[config.mk]
export PLATFORM = sky130hd
export DESIGN_NAME = imem_loader
export DESIGN_NICKNAME = d
export VERILOG_FILES = /design/src/rtl/imem_loader.sv
export SDC_FILE = /design/constraint.sdc
export NUM_CORES = 1
export LEC_CHECK = 0
export ABC_AREA = 1
export CORE_AREA = 2 2 95 97
export DETAILED_ROUTE_END_ITERATION = 8
export DIE_AREA = 0 0 97 99
export PLACE_DENSITY = 0.65
export SLEW_MARGIN = 0
export SYNTH_ARGS = -nofsm -noshare
export SYNTH_HDL_FRONTEND = slang
export SYNTH_SLANG_ARGS = --single-unit
[constraint.sdc]
create_clock -name clk -period 3.7 [get_ports clk]
set_clock_uncertainty 0.05 [all_clocks]
set_input_delay 0.74 -clock clk [delete_from_list [all_inputs] [get_ports clk]]
set_output_delay 0.74 -clock clk [all_outputs]
set_load 0.03 [all_outputs]
[src/rtl/imem_loader.sv]
// rtl/imem_loader.sv - byte-stream instruction memory loader holding the core in reset until the image is written
module imem_loader #(
  parameter int DEPTH = 64
) (
  input  logic        clk,
  input  logic        reset,
  input  logic        start,
  input  logic [6:0]  word_count,
  input  logic        byte_valid,
  input  logic [7:0]  byte_data,
  output logic        byte_ready,
  output logic        mem_we,
  output logic [5:0]  mem_addr,
  output logic [31:0] mem_wdata,
  output logic        core_reset,
  output logic        busy,
  output logic        done,
  output logic        error
);

  typedef enum logic [2:0] {
    IDLE  = 3'd0,
    RECV  = 3'd1,
    WRITE = 3'd2,
    DONE  = 3'd3,
    ERR   = 3'd4
  } state_t;

  localparam logic [6:0] DEPTH_W = 7'(DEPTH);

  state_t      state;
  logic [6:0]  count;
  logic [5:0]  word_idx;
  logic [1:0]  byte_idx;
  logic [23:0] partial;

  // Load sequencer: every output is a register updated together with the state,
  // so byte_ready/core_reset/status never glitch and always match the state entered.
  always_ff @(posedge clk or negedge reset) begin
    if (!reset) begin
      state      <= IDLE;
      count      <= 7'd0;
      word_idx   <= 6'd0;
      byte_idx   <= 2'd0;
      partial    <= 24'd0;
      byte_ready <= 1'b0;
      mem_we     <= 1'b0;
      mem_addr   <= 6'd0;
      mem_wdata  <= 32'd0;
      core_reset <= 1'b1;
      busy       <= 1'b0;
      done       <= 1'b0;
      error      <= 1'b0;
    end else begin
      // The write strobe is a single-cycle pulse; only the RECV->WRITE transition raises it.
      mem_we <= 1'b0;
      case (state)
        IDLE, DONE, ERR: begin
          if (start) begin
            core_reset <= 1'b1;
            done       <= 1'b0;
            if (word_count == 7'd0 || word_count > DEPTH_W) begin
              state      <= ERR;
              error      <= 1'b1;
              busy       <= 1'b0;
              byte_ready <= 1'b0;
            end else begin
              state      <= RECV;
              count      <= word_count;
              word_idx   <= 6'd0;
              byte_idx   <= 2'd0;
              error      <= 1'b0;
              busy       <= 1'b1;
              byte_ready <= 1'b1;
            end
          end
        end
        RECV: begin
          // byte_ready is high throughout RECV, so byte_valid alone qualifies acceptance here.
          if (byte_valid && byte_ready) begin
            byte_idx <= byte_idx + 2'd1;
            case (byte_idx)
              2'd0: partial[7:0]   <= byte_data;
              2'd1: partial[15:8]  <= byte_data;
              2'd2: partial[23:16] <= byte_data;
              default: begin
                mem_wdata  <= {byte_data, partial};
                mem_addr   <= word_idx;
                mem_we     <= 1'b1;
                byte_ready <= 1'b0;
                state      <= WRITE;
              end
            endcase
          end
        end
        WRITE: begin
          if ({1'b0, word_idx} == count - 7'd1) begin
            state      <= DONE;
            busy       <= 1'b0;
            done       <= 1'b1;
            core_reset <= 1'b0;
          end else begin
            word_idx   <= word_idx + 6'd1;
            byte_idx   <= 2'd0;
            byte_ready <= 1'b1;
            state      <= RECV;
          end
        end
        default: begin
          state      <= IDLE;
          byte_ready <= 1'b0;
          busy       <= 1'b0;
          done       <= 1'b0;
          error      <= 1'b0;
          core_reset <= 1'b1;
        end
      endcase
    end
  end

endmodule

# Yosys cells after proc, flatten, opt, wreduce, memory -nomap -nowiden
# Cells that the tools add are included.
# totals
regBits	86
ram_bits	0
word_cells	91
latchBits	0
mem_bits_ro	0
mem_count	0
in_bits	19
# op_classes
n_eq_ne	13
magnitude_cmp	1
bitwise	4
shift	0
mul	0
n_reduce_logical	21
div_mod_pow	0
n_mux	34
n_addsub	3
# ops
op	n
3-bit AND reduction	7
6-bit two-way mux	3
1-bit two-way mux	14
3-bit two-way mux	4
2-bit inequality test, second input constant	6
1-bit one-hot mux with 3 select lines	4
6-bit one-hot mux with 2 select lines	1
2-bit two-way mux	5
3-bit one-hot mux with 3 select lines	1
4-bit AND reduction	2
6-bit by 7-bit == test with 1-bit output	1
7-bit > comparator, second input constant	1
7-bit zero test	1
7-bit by 1-bit subtractor with 7-bit output, second input constant	1
6-bit by 1-bit adder with 6-bit output, second input constant	1
3-bit by 2-bit == test with 1-bit output, second input constant	2
2-bit one-hot mux with 3 select lines	1
3-bit OR reduction	2
5-bit AND reduction	1
1-bit NOT	4
3-bit by 1-bit == test with 1-bit output, second input constant	1
3-bit == test, second input constant	1
3-bit zero test	1
3-bit nonzero test	1
other kinds (10)	10

# Depth between registers and ports, before layout
# Gate-level depths: netlist of the first run.
# logic_depth
ltp_word	5
depth_mapped	14
mapped_depth_nobuf	14

# Worst setup path after synthesis of the first run
# Ideal clock, no wire load.
# synth_path
kind	register to register
start	register count[0]
end	register byte_ready
t_arrival_ns	1.537
setup_ns	0.118
path_slack_ns	1.995
t_required_ns	3.532
path_stages_with_launch	13
path_cell_list	dfrtp_1 > inv_1 > ha_1 > nand2_1 > inv_1 > nor2_1 > nand2_1 > nor2_1 > nand2_1 > nor2_1 > nand3_2 > nand2_4 > nand2_1
# synth_via
elab_chain_cells	4
# synth_rtl
element	line	rtl
from (decl)	32	logic [6:0] count;
from (signal assigned)	69	count <= word_count;
7-bit by 1-bit subtractor with 7-bit output	97	if ({1'b0, word_idx} == count - 7'd1) begin
6-bit by 7-bit == test with 1-bit output	97	
2-bit inequality test (no source line)	n/a	
4-bit AND reduction (no source line)	n/a	
to (signal assigned)	90	byte_ready <= 1'b0;
to (signal assigned)	105	byte_ready <= 1'b1;
to (signal assigned)	111	byte_ready <= 1'b0;
to (decl)	11	output logic byte_ready,
# Every way passes these cells.
# A chain may end at the register's enable or synchronous reset.

# Worst setup path in the final report of the first run
# layout_path
start	register core_reset
end	output port core_reset
# layout_rtl
element	line	rtl
from (decl)	15	output logic core_reset,
from (signal assigned)	50	core_reset <= 1'b1;
from (signal assigned)	60	core_reset <= 1'b1;
from (signal assigned)	101	core_reset <= 1'b0;
# No word-level cell between the ends.

==> implementation parameters, run 1 <==
Parameter                              Value

STA
  Final Cycle Share    about 63%
  Final period demand of the worst path    about 2.3 ns
  Final hold violations    0
  RSZ-0062 raised after global routing    no
  Minimum setup slack in the final design    ~1.4 ns
  Final Max Slew Viols    0
  Fin Setup TNS    0 ns
  Highest Clock Rate    429 MHz
  Relative max-transition margin    29.7%
  Final setup fails    0
  Worst Max-Slew Pin Slew    ~1.1 ns

Logic synthesis
  Yosys top cell by area    sky130_fd_sc_hd__dfrtp_1
  Yosys warning total    0
  Compound-Gate Fraction of Synth Area    between 6 and 7%
  Simple-gate portion of the synthesized area    a little over a quarter
  Mux share of post-synthesis cell area    0%
  Post-Synthesis Cell Area    roughly 3700 um^2
  FFs w/ async S/R, synth    between 90% and 100%
  Gate count of the mapped netlist    about 440
  Synthesized-area fraction occupied by adder cells    approximately 2.0%
  Register area share after synthesis    between 50% and 60%
  Flip-flop cell with the highest count after synthesis    sky130_fd_sc_hd__dfrtp_1
  Mean instance size in the synthesized netlist    approximately 8.4 um^2
  XOR/XNOR Fraction of Synth Area    about 1.4%
  Number of nets in the synthesized netlist    between 400 and 500
  Cell types with the largest area share after synthesis    sky130_fd_sc_hd__dfrtp_1, sky130_fd_sc_hd__nand2_1, sky130_fd_sc_hd__o21ai_0
  Number of enable flip-flop cells after synthesis    0
  Area fraction of the dominant cell type after synthesis    between 50% and 60%
  Library cells used by synthesis    29
  Dominant combinational cell family by area after synthesis    simple AND/OR/NAND/NOR gates
  FF+latch count, synth    86

Clock network
  Insertion delay of the later-clocked pin in the worst-skew pair    approximately 0.36 ns
  Total CTS buffers    9
  Post-CTS Setup Repair Bufs    0
  Hold Buf Count CTS    0
  TritonCTS clock tree    done
  Cell at the root of the clock tree    sky130_fd_sc_hd__clkbuf_8
  Total number of clock tree sinks    86
  Post-CTS clock slew at the launch and capture registers of the worst setup and hold paths    about 0.080 ns
  CTS-repair resized insts    0
  Clock H-tree levels    3
  Maximum clock path buffer count    2

Die
  Overall die height    about 100 um
  Effective utilization at floorplan    a little over two fifths
  Core area    between 8000 and 9000 um^2
  I/O Pins    between 60 and 70
  Die W    97 um
  Die area    ~9600 um^2
  Placement row count    34

Layout
  Most common cell after layout, fill and taps aside    sky130_fd_sc_hd__nand2_1
  Number of antenna diodes    0
  Post-Route Utilization    54.1%
  Finished Layout Cells    618
  Net count of the finished layout    530
  Fraction of layout instances using a drive strength above 1    approximately 6%
  Leading cell types in the layout, fill and taps excluded    sky130_fd_sc_hd__nand2_1, sky130_fd_sc_hd__dfrtp_1, sky130_fd_sc_hd__clkdlybuf4s50_1
  FILL cells    ~800
  Synth-to-Final Area Change    23.4%

Pwr
  Power Internal    around 0.0012 W
  Net switching fraction of the power    24.0%
  Power Total    0.00162 W
  Combinational share of power    around 2.9%
  Clock Power Share    39.0%
  Leak    2.34 nW
  Total power per unit cell area    about 350 nW/um^2
  Maximum VDD drop    about 0.16 mV
  Sw power    roughly 0.00039 W
  Fraction of power consumed by sequential logic    58.0%

Routing
  Total DRC errors in the routed layout    0
  Detailed-route vias per instance    4.72
  Total wire length after detailed routing    about 8 mm
  Drt first-iter violations    between 100 and 150
  Mean routed wirelength per cell    12.9 um
  Detailed-router iteration count before antenna repair    4
  Count of nets left with antenna violations after detail routing    0
  Via count    2919

Flow run
  Max cap viols    0

Global route
  Number of antenna violations at the first check in global routing    0
  Met2 Track Usage GR    between 30% and 40%
  Most Crowded Layer GR    met2
  Met3 usage in global routing    under 10%
  Pin count of the biggest net entering global routing    slightly below 90
  Global-route total usage across every layer    between 15 and 20%
  Overall overflow remaining after global route    0
  Via count of the first global-routing pass    slightly below 3k
  Global-route track usage on met1    approximately a quarter
  First-pass GRT wire length    between 10 and 15 mm

Worst setup path
  Startpoint kind of the worst setup timing path    register
  Worst Setup End Kind    output port
  Maximum fanout along the worst path    2
  Cell chain of the critical path    clkdlybuf4s50_1
  WS Path Type    register to output port
  Slowest stage cell, crit path    sky130_fd_sc_hd__clkdlybuf4s50_1
  Slowest cell delay on critical path    between 0.6 and 0.7 ns
  Top cell family by delay on the critical path    buffers and inverters
  Number of buffer and inverter stages on the critical path    1
  Required time of the critical path    ~2.9 ns
  Critical Path AT    ~1.5 ns

Placement
  Input/output buffers    between 60 and 70
  RD Place Congestion    roughly 0.78
  Total placed cells including tap cells    approximately 600
  Post-Place Setup Slack    ~1.1 ns
  Post-detail-place hpwl    between 5 and 6 mm

Worst hold path
  Path class of the lowest-slack min-delay path    register to register

Run status
  Result of the run    completed
-- layout make-up --
cell class	count	area, um^2	share of cell area (%)
well taps	108	135	2.92
inverters	36	135	2.92
flip-flops and latches	86	2150	46.6
clock buffers	10	138	2.98
clock inverters	6	53.8	1.16
multi-input cells	309	1380	29.9
repair buffers	63	626	13.5
-- per-stage QoR --
step           hold WS, ns  instance area (um^2)
2_1_floorplan        0.392                  3750
3_3_place_gp         0.401                  4430
3_5_place_dp         0.403                  4430
4_1_cts              0.419                  4620
5_1_grt              0.442                  4620
6_report             0.415                  4620
-- state kept, by name (all words and copies together) (netlist names) --
| name | flops |
|---|---|
| mem_wdata | 32 |
| partial | 24 |
| count | 7 |
| mem_addr | 6 |
| word_idx | 6 |
| state | 3 |
| byte_idx | 2 |
| busy | 1 |
| byte_ready | 1 |
| core_reset | 1 |
| done | 1 |
| error | 1 |
| mem_we | 1 |
-- routing by layer --
layer  vias up  wire length, um
met2        71             3830
met4         0               67
met5         -                0
met3         6              380
met1      1341             3720
li1       1501                -
-- final timing paths --
path                       startpoint       endpoint  slack, ns  cells past startpoint
setup reg to reg             count[0]    word_idx[2]       1.68                     13
hold / removal             partial[7]   mem_wdata[7]       0.41                      2
max in group asynchronous       reset   mem_wdata[9]       2.40                      1
min in group asynchronous       reset  mem_wdata[17]       0.52                      1
hold reg to reg            partial[7]   mem_wdata[7]       0.41                      2
setup / recovery           core_reset     core_reset       1.37                      1
-- power by group through the flow --
stage	Sequential (W)	Combinational, W	Clock [W]
final	0.000939	0.0000474	0.000632
after detailed placement	0.000958	0.0000496	0
after global placement	0.000958	0.0000490	0
after global routing	0.000939	0.0000542	0.000688
after CTS	0.000939	0.0000498	0.000649
after floorplan	0.000958	0.00000571	0
-- kinds of logic (layout without fill, tap and decap cells) --
kind of cell / count (synthesis) / after routing
simple gates: 249 / 249
flops: 86 / 86
buf+inv: 49 / 115
compound gates: 48 / 48
fa+ha+maj: 6 / 6
xor+xnor: 6 / 6
-- synthesized netlist by cell type, types with 2 or more instances --
cell type / count
sky130_fd_sc_hd__o21ai_0: 44
sky130_fd_sc_hd__buf_2: 6
sky130_fd_sc_hd__xor2_1: 4
sky130_fd_sc_hd__ha_1: 6
sky130_fd_sc_hd__clkbuf_1: 2
sky130_fd_sc_hd__nand2_1: 200
sky130_fd_sc_hd__inv_2: 2
sky130_fd_sc_hd__nor2_4: 2
sky130_fd_sc_hd__nand3_1: 16
sky130_fd_sc_hd__buf_4: 3
sky130_fd_sc_hd__xnor2_1: 2
sky130_fd_sc_hd__inv_1: 34
sky130_fd_sc_hd__nor2_1: 22
sky130_fd_sc_hd__dfrtp_1: 85
sky130_fd_sc_hd__nor3_2: 2
(Power assumes the default switching activity.)
==> run 2, diff against run 1 <==
- clock period: 3.7 -> 2.3 ns (I/O delays scaled with it)
==> run 2 against run 1 <==
Net effect: sequential share of layout area down 0.54 points; register-to-register slack lost 1.4 ns; power grew 61%.
==> implementation parameters, run 2 (synthesis results as in run 1) <==
Parameter                              Value

Run status
  Result of the run    completed

Clock network
  Post-CTS Setup Repair Bufs    0
  TritonCTS clock tree    done
  Insertion delay of the later-clocked pin in the worst-skew pair    around 0.36 ns
  Clock H-tree levels    3
  Total number of clock tree sinks    86
  Total CTS buffers    9
  Post-CTS clock slew at the launch and capture registers of the worst setup and hold paths    around 0.09 ns
  Hold Buf Count CTS    0
  CTS-repair resized insts    0
  Cell at the root of the clock tree    sky130_fd_sc_hd__clkbuf_8
  Maximum clock path buffer count    2

Routing
  Detailed-router iteration count before antenna repair    4
  Count of nets left with antenna violations after detail routing    0
  Via count    between 2k and 3k
  Drt first-iter violations    128
  Total DRC errors in the routed layout    0
  Detailed-route vias per instance    around 4.8
  Mean routed wirelength per cell    around 13 um
  Total wire length after detailed routing    7.94 mm

STA
  Final Max Slew Viols    0
  Relative max-transition margin    between 60% and 70%
  Worst Max-Slew Pin Slew    slightly below 0.6 ns
  Final period demand of the worst path    a little over 2 ns
  Fin Setup TNS    0 ns
  Final hold violations    0
  Final Cycle Share    89.4%
  Final setup fails    0
  Highest Clock Rate    between 400 and 500 MHz
  Post-Route Hold Slack    0.0341 ns
  RSZ-0062 raised after global routing    no

Global route
  Global-route track usage on met1    25.4%
  Most Crowded Layer GR    met2
  Via count of the first global-routing pass    between 2k and 3k
  Global-route total usage across every layer    18.7%
  Met2 Track Usage GR    between 20% and 30%
  Pin count of the biggest net entering global routing    47
  Number of antenna violations at the first check in global routing    0
  First-pass GRT wire length    around 14 mm
  Met3 usage in global routing    approximately 3.5%
  Overall overflow remaining after global route    0

Layout
  Net count of the finished layout    about 530
  Leading cell types in the layout, fill and taps excluded    sky130_fd_sc_hd__nand2_1, sky130_fd_sc_hd__dfrtp_1, sky130_fd_sc_hd__clkdlybuf4s50_1
  Max FFs per register    32
  Register with the most flip-flops    mem_wdata
  Synth-to-Final Area Change    24.8%
  Post-Route Utilization    a little over half
  Registers with the highest flip-flop counts    mem_wdata: 32 flops, partial: 24 flops, count: 7 flops
  Number of antenna diodes    0
  Fraction of layout instances using a drive strength above 1    6.81%
  Most common cell after layout, fill and taps aside    sky130_fd_sc_hd__nand2_1

Pwr
  Net switching fraction of the power    between 20 and 25%
  Power Total    about 0.0026 W
  Maximum VDD drop    ~0.23 mV
  Clock Power Share    slightly below 40%
  Total power per unit cell area    between 500 and 600 nW/um^2
  Sw power    about 0.00063 W
  Leak    between 2 and 2.5 nW
  Fraction of power consumed by sequential logic    ~58%
  Combinational share of power    under 10%
  Power Internal    roughly 0.0020 W

Placement
  RD Place Congestion    about 0.9
  Post-detail-place hpwl    between 5 and 6 mm
  Input/output buffers    62

Flow run
  Max cap viols    0

Worst setup path
  Maximum fanout along the worst path    2
  Required time of the critical path    between 1.5 and 2 ns
  Worst Setup End Kind    output port
  Startpoint kind of the worst setup timing path    register
  Number of buffer and inverter stages on the critical path    1
  Reg2Reg Setup Slack    just over 0.3 ns
  WS Path Type    register to output port
  Critical Path AT    1.55 ns
  Cell chain of the critical path    clkdlybuf4s50_1
  Slowest cell delay on critical path    approximately 0.66 ns
  Top cell family by delay on the critical path    buffers and inverters
  Slowest stage cell, crit path    sky130_fd_sc_hd__clkdlybuf4s50_1

Worst hold path
  Path class of the lowest-slack min-delay path    primary input to async pin

Die
  Core area    8550 um^2
  Overall die height    around 99 um
  Die W    about 97 um
  Effective utilization at floorplan    a little over two fifths
  I/O Pins    63
  Die area    approximately 9600 um^2
  Placement row count    34
-- run 2: changes by cell type in the layout (fill, tap and decap cells not counted), sizes merged --
cell	before	now
clkinvlp	1	2
inv	38	39
clkinv	3	1
buf	2	6
-- run 2: stage by stage --
step / cells / setup WS [ns] / area (um^2)
2_1_floorplan: 444 / 0.595 / 3750
3_3_place_gp: 606 / 0.304 / 4490
3_5_place_dp: 606 / 0.228 / 4490
4_1_cts: 622 / 0.222 / 4680
5_1_grt: 622 / 0.0399 / 4680
6_report: 622 / 0.244 / 4680
-- run 2: worst register-to-register path, stage by stage, from the launching register on --
cell and delay [ns]:
sky130_fd_sc_hd__dfrtp_1 0.40, sky130_fd_sc_hd__inv_1 0.14, sky130_fd_sc_hd__ha_1 0.27, sky130_fd_sc_hd__nand2_1 0.06, sky130_fd_sc_hd__inv_1 0.04, sky130_fd_sc_hd__nor2_1 0.08
sky130_fd_sc_hd__nand2_1 0.06, sky130_fd_sc_hd__nor2_1 0.11, sky130_fd_sc_hd__nand2_1 0.06, sky130_fd_sc_hd__nor2_1 0.15, sky130_fd_sc_hd__nand3_2 0.23, sky130_fd_sc_hd__nand2_1 0.18
sky130_fd_sc_hd__nand2_1 0.06, sky130_fd_sc_hd__nand2_1 0.06
-- run 2: cell type report --
class	count	area (um^2)
clock buffer	10	138
inverter	36	135
fill	821	3870
multi-input combinational	309	1380
tap	108	135
clock inverter	6	52.6
timing repair buffer	67	681
sequential	86	2150
-- run 2: metal layers --
layer | vias up | wire length (um)
met4 | 0 | 110
li1 | 1502 | -
met2 | 64 | 3770
met1 | 1385 | 3690
met3 | 10 | 375
met5 | - | 0
-- run 2: power groups by stage --
| stage | sequential [W] | clock (W) | combinational [W] |
|---|---|---|---|
| floorplan | 0.00154 | 0 | 0.00000919 |
| global placement | 0.00154 | 0 | 0.0000832 |
| detailed placement | 0.00154 | 0 | 0.0000841 |
| CTS | 0.00151 | 0.00105 | 0.0000845 |
| global route | 0.00151 | 0.00112 | 0.0000920 |
| finish | 0.00151 | 0.00102 | 0.0000803 |
-- run 2: path summary, 6_finish.rpt --
kind,from,to,cells after the start
worst max-delay path,core_reset,core_reset,1
worst min-delay path,reset,mem_wdata[17],1
worst max register to register,count[0],byte_idx[0],13
worst min register to register,partial[15],mem_wdata[15],2
max in group asynchronous,reset,mem_wdata[1],2
min in group clk,partial[15],mem_wdata[15],2
